### config.mk
export PLATFORM = sky130hd
export DESIGN_NAME = ifetch
export DESIGN_NICKNAME = d
export VERILOG_FILES = /design/src/rtl/mips_pkg.sv /design/src/rtl/ifetch.sv
export SDC_FILE = /design/constraint.sdc
export NUM_CORES = 1
export LEC_CHECK = 0
export ABC_CLOCK_PERIOD_IN_PS = 2700
export BUFFER_PORTS_ARGS = -buffer_cell sky130_fd_sc_hd__buf_2
export CORE_ASPECT_RATIO = 1.2
export CORE_MARGIN = 2
export CORE_UTILIZATION = 35
export CTS_CLUSTER_DIAMETER = 80
export DETAILED_ROUTE_END_ITERATION = 8
export GPL_TIMING_DRIVEN = 0
export HOLD_SLACK_MARGIN = 0.08
export PLACE_DENSITY = 0.63
export SLEW_MARGIN = 20
export SYNTH_ARGS = -nofsm -noshare
export SYNTH_HDL_FRONTEND = slang
export SYNTH_SLANG_ARGS = --single-unit
### constraint.sdc
create_clock -name clk -period 2.7 [get_ports clk]
set_input_delay 0.135 -clock clk [delete_from_list [all_inputs] [get_ports clk]]
set_output_delay 0.135 -clock clk [all_outputs]
set_load 0.005 [all_outputs]
### src/rtl/mips_pkg.sv
// -----------------------------------------------------------------------------
// mips_pkg
// Shared definitions for the MIPS front end.
//   fetch_state_e     : instruction-fetch FSM states (BOOT, RUN, FAULT)
//   RESET_PC_DEFAULT  : default first byte address fetched after reset
//   ADDR_W_DEFAULT    : default instruction ROM word-address width
//   PC_STEP           : byte distance between sequential instructions
// -----------------------------------------------------------------------------
package mips_pkg;

   typedef enum logic [1:0] {
      BOOT  = 2'd0,
      RUN   = 2'd1,
      FAULT = 2'd2
   } fetch_state_e;

   localparam logic [31:0] RESET_PC_DEFAULT = 32'h0000_0000;
   localparam int          ADDR_W_DEFAULT   = 10;
   localparam logic [31:0] PC_STEP          = 32'd4;

endpackage : mips_pkg

### src/rtl/ifetch.sv
// -----------------------------------------------------------------------------
// ifetch
// Instruction-fetch unit in front of a registered instruction ROM. Owns the
// program counter, drives the ROM word address, pairs the ROM output with the
// PC that produced it, handles redirects and stalls, flags illegal fetch
// addresses and counts accepted instructions.
//
// Ports
//   clk          in   sole clock, rising edge
//   rst_n        in   synchronous active-low reset
//   stall        in   decode cannot accept; hold the current output
//   redirect     in   one-cycle pulse; next fetch comes from redirect_pc
//   redirect_pc  in   byte target address of the redirect
//   imem_addr    out  ROM word address (combinational from next-PC select)
//   imem_ir      in   ROM word, one cycle after imem_addr
//   if_instr     out  instruction to decode (equals imem_ir)
//   if_pc        out  byte PC of if_instr
//   if_pc4       out  if_pc + 4
//   if_valid     out  if_instr/if_pc are meaningful
//   fault        out  sticky illegal-fetch flag
//   fault_pc     out  address that caused the fault
//   fetch_count  out  saturating count of accepted instructions
// -----------------------------------------------------------------------------
module ifetch
   import mips_pkg::*;
#(
   parameter logic [31:0] RESET_PC = RESET_PC_DEFAULT,
   parameter int          ADDR_W   = ADDR_W_DEFAULT
) (
   input  logic              clk,
   input  logic              rst_n,
   input  logic              stall,
   input  logic              redirect,
   input  logic [31:0]       redirect_pc,
   output logic [ADDR_W-1:0] imem_addr,
   input  logic [31:0]       imem_ir,
   output logic [31:0]       if_instr,
   output logic [31:0]       if_pc,
   output logic [31:0]       if_pc4,
   output logic              if_valid,
   output logic              fault,
   output logic [31:0]       fault_pc,
   output logic [31:0]       fetch_count
);

   fetch_state_e state_q, state_d;
   logic [31:0]  pc_f_q, pc_f_d;
   logic [31:0]  fault_pc_q, fault_pc_d;
   logic [31:0]  fetch_count_q, fetch_count_d;

   logic [31:0]  nxt;
   logic         nxt_legal;
   logic         accept;

   // Next-PC select. Reset and BOOT force the reset vector so the ROM is
   // already reading the first word when the FSM enters RUN. A stall re-reads
   // the current word, which keeps the registered ROM output stable.
   always_comb begin
      nxt = pc_f_q + PC_STEP;
      if (!rst_n || (state_q == BOOT)) begin
         nxt = RESET_PC;
      end else if (redirect) begin
         nxt = redirect_pc;
      end else if (stall) begin
         nxt = pc_f_q;
      end
   end

   // A fetch address must be word aligned and inside the ROM; anything past
   // the last word (including the sequential wrap) is illegal.
   assign nxt_legal = (nxt[1:0] == 2'b00) && (nxt[31:ADDR_W+2] == '0);

   // Once faulted the ROM keeps reading the last good word; reset takes
   // precedence so the reset vector is presented while rst_n is low.
   assign imem_addr = (rst_n && (state_q == FAULT)) ? pc_f_q[ADDR_W+1:2]
                                                    : nxt[ADDR_W+1:2];

   assign if_valid = (state_q == RUN);
   assign accept   = if_valid & ~stall & ~redirect;

   // FSM next-state and datapath updates. pc_f only advances on a legal
   // fetch, so after a fault it still names the last word actually read.
   always_comb begin
      state_d       = state_q;
      pc_f_d        = pc_f_q;
      fault_pc_d    = fault_pc_q;
      fetch_count_d = fetch_count_q;

      if (accept && (fetch_count_q != 32'hFFFF_FFFF)) begin
         fetch_count_d = fetch_count_q + 32'd1;
      end

      unique case (state_q)
         BOOT: begin
            pc_f_d  = nxt;
            state_d = RUN;
         end
         RUN: begin
            if (nxt_legal) begin
               pc_f_d = nxt;
            end else begin
               state_d    = FAULT;
               fault_pc_d = nxt;
            end
         end
         FAULT: begin
            state_d = FAULT;
         end
         default: begin
            state_d = BOOT;
         end
      endcase
   end

   // State registers with synchronous active-low reset.
   always_ff @(posedge clk) begin
      if (!rst_n) begin
         state_q       <= BOOT;
         pc_f_q        <= RESET_PC;
         fault_pc_q    <= 32'h0000_0000;
         fetch_count_q <= 32'h0000_0000;
      end else begin
         state_q       <= state_d;
         pc_f_q        <= pc_f_d;
         fault_pc_q    <= fault_pc_d;
         fetch_count_q <= fetch_count_d;
      end
   end

   assign if_instr    = imem_ir;
   assign if_pc       = pc_f_q;
   assign if_pc4      = pc_f_q + PC_STEP;
   assign fault       = (state_q == FAULT);
   assign fault_pc    = fault_pc_q;
   assign fetch_count = fetch_count_q;

endmodule : ifetch

==> impl_metrics.toml <==
[run_status]
status = "finished, violations left"
violations = "setup timing"

[cts]
cts_buffers = 9
clock-sinks = 98
cts_root_buffer = "clkbuf_16"
path_clk_slew_ns = 0.08
htreeDepth = 3
clock_latency_ns = 0.36
hold_buffers = 0
cts_buffer_depth = 2
cts_tree = "done"

[global_route]
grt_max_degree = 19
grt_pass1_wl_um = 31500
grt_usage = 0.226
grt_pass1_vias = 5883
use_met1 = 0.276
antenna_found_initial = 1
use_met3 = 0.0435
use_met2 = 0.381
grt_overflow = 0
grt_busiest_layer = "met2"

[routing]
vias = 6215
drt-pass1-iter-count = 5
avgViaCountPerCell = 5.17
drc_errors = 0
routed_wl_um = 20600
drtAntennaViolNets = 0
first_iter_violations = 378
wl_per_cell_um = 17.2

[floorplanning]
initial_utilization = 0.360
num_rows = 51
die_h_um = 146
coreArea_um2 = 16300
pin_count = 240
die_area_um2 = 17800
dieWidth_um = 122

[synth]
synth_area_um2 = 5850
synth-seq-area-share = 0.335
synthDistinctLibCells = 56
ys.warnings.count = 0
ys.flop_type = "dfxtp_1"
synthArstFlopShare = 0
synth.avg_cell_area_um2 = 8.22
synth_edf_count = 0
ys_ff_latch = 98
synth_fp_nets = 785
syn-instance-count = 712

[worst_setup_path]
cp-start-kind = "flop"
end_kind = "flop"
worst-r2r-setup-slack_ns = -0.36
cp_max_fo = 6
slowest_delay_ns = 0.50
regToRegEndpoint = "fault_pc[26]$_SDFFE_PN0P_"
crit_path_top_delay_cell = "or4_4"
crit_type = "reg2reg"
crit_chain = "ha_4 -> nand3_4 -> or4_4 -> o21ai_2 -> nand3_2 -> a311o_1 -> nor4_4 -> buf_4 -> a21oi_4 -> buf_12 -> clkbuf_16 -> mux2i_1"
critPathTopFamily = "simple AND/OR/NAND/NOR gates"
critPathArrivalTime_ns = 3.29
r2r_start = "if_pc[2]$_SDFFE_PN0P_"
worstPathRequired_ns = 2.93
reg2reg_depth = 12
cp_num_buf_inv = 3

[cells_and_area]
drive_gt1_frac = 0.427
areaGrowthSynthToFinish_pct = 43.4
final_cells = 1203
mostFrequentLayoutCells = "buf_2 (210), nand2_1 (101), dfxtp_1 (84)"
layout.nets = 1058
layout_commonest_cell = "buf_2"

[worst_hold_path]
hold_path_class = "in2reg"
min_to = "if_pc[6]$_SDFFE_PN0P_"
hp-start = "redirect_pc[6]"
hold-path-cell-count = 3

[power]
net-switching-power_w = 0.00162
p_per_area_nw_per_um2 = 555
p_leak_nw = 3.91
clockPowerShare = 0.272
combPwrFrac = 0.395
intPower_w = 0.00303
ir_drop_v = 0.000363
finalPower_w = 0.00465
pwr-share-seq = 0.333
swShare = 0.349

[sta]
final-max-slew-violation-count = 0
period_share = 1.13
fmax_mhz = 327
fin_crit_ns = 3.06
finalSetupViolations = 66
final.setup.tns_ns = -19.05
rsz0062_at_grt = "yes"
fin_skew_ns = 0.0109
worst_slew_pin_slew_ns = 0.676
hold_viol = 0
slew_headroom = 0.549
setup_slack_ns = -0.355

[placement]
gp_congestion = 0.857
port_buffers = 206
dp.cells = 1130
hpwl_um = 14500

[flow_run]
drv_cap = 0
[flip-flops by register name (all words and copies together) (netlist names)]
| name | flops |
|---|---|
| fetch_count | 32 |
| fault_pc | 32 |
| state_q | 2 |
| if_pc | 32 |
[power by group through the flow]
| stage | combinational, W | clock (W) | sequential, W |
|---|---|---|---|
| after floorplan | 0.000836 | 0 | 0.00159 |
| after global placement | 0.00125 | 0 | 0.00158 |
| after detailed placement | 0.00125 | 0 | 0.00159 |
| after CTS | 0.00175 | 0.00129 | 0.00155 |
| after global routing | 0.00196 | 0.00135 | 0.00156 |
| final | 0.00184 | 0.00127 | 0.00155 |
[logic make-up after synthesis]
| group | synth area share |
|---|---|
| simple gates | 0.282 |
| flops | 0.335 |
| buf+inv | 0.0913 |
| compound gates | 0.0951 |
| xor+xnor | 0.106 |
| mux | 0.0793 |
| fa+ha+maj | 0.0107 |
[layer usage]
layer | routed length, um | vias to the layer above
met4 | 773 | 2
met1 | 8340 | 2891
met5 | 11 | -
met3 | 1690 | 52
li1 | - | 2976
met2 | 9820 | 294
[cell type report]
type / instances / area, um^2
inverter: 15 / 56.3
sequential: 98 / 1990
fill: 1622 / 7880
clock inverter: 7 / 58.8
timing repair buffer: 265 / 1570
multi-input combinational: 518 / 3630
clock buffer: 9 / 225
buffer: 78 / 586
tap: 212 / 265
antenna: 1 / 2.50
[cells in the mapped netlist (all sizes together) (12+ instances only)]
cell | instances | area (um^2)
mux2i | 43 | 430
and4 | 12 | 105
dfxtp | 98 | 1960
nand3 | 36 | 190
clkbuf | 26 | 98.8
nand4 | 16 | 128
nand2 | 103 | 387
buf | 56 | 379
o21ai | 35 | 179
nor3 | 15 | 75.1
nor4 | 12 | 141
inv | 15 | 56.3
xnor2 | 34 | 298
and2 | 34 | 213
xor2 | 37 | 324
nor2 | 52 | 195
[through the flow]
| stage | hold WS, ns | worst slack (ns) | util | cell area [um^2] |
|---|---|---|---|---|
| detailed placement | 0.437 | -0.675 | 0.447 | 7270 |
| CTS | 0.127 | -0.282 | 0.499 | 8130 |
| global placement | 0.435 | -0.657 | 0.447 | 7270 |
| finish | 0.135 | -0.355 | 0.516 | 8390 |
| global route | 0.145 | -0.416 | 0.516 | 8390 |
| floorplan | 0.351 | -0.0220 | - | 5980 |
[timing repair]
| item | in CTS | in global routing |
|---|---|---|
| pin swaps | 20 | 20 |
| gates cloned | 6 | 1 |
| resized for setup | 48 | 46 |
| setup buffers | 39 | 16 |
| setup endpoints to repair | 74 | 74 |
[worst min-delay path, cell delays in order]
cell and delay, ns:
buf_2 0.09, o211ai_1 0.11, mux2i_1 0.13
[worst max-delay path by stage]
| stage | start | end | cells after the start | slack (ns) |
|---|---|---|---|---|
| floorplan | if_pc[9]$_SDFFE_PN0P_ | fault_pc[17]$_SDFFE_PN0P_ | 10 | -0.02 |
| global placement | if_pc[3]$_SDFFE_PN0P_ | if_pc[18]$_SDFFE_PN0P_ | 10 | -0.66 |
| detailed placement | if_pc[3]$_SDFFE_PN0P_ | if_pc[17]$_SDFFE_PN0P_ | 10 | -0.67 |
| CTS | if_pc[7]$_SDFFE_PN0P_ | if_pc[18]$_SDFFE_PN0P_ | 11 | -0.28 |
| global route | if_pc[6]$_SDFFE_PN0P_ | fault_pc[26]$_SDFFE_PN0P_ | 12 | -0.42 |
| finish | if_pc[2]$_SDFFE_PN0P_ | fault_pc[26]$_SDFFE_PN0P_ | 12 | -0.36 |
(Power assumes the default switching activity.)
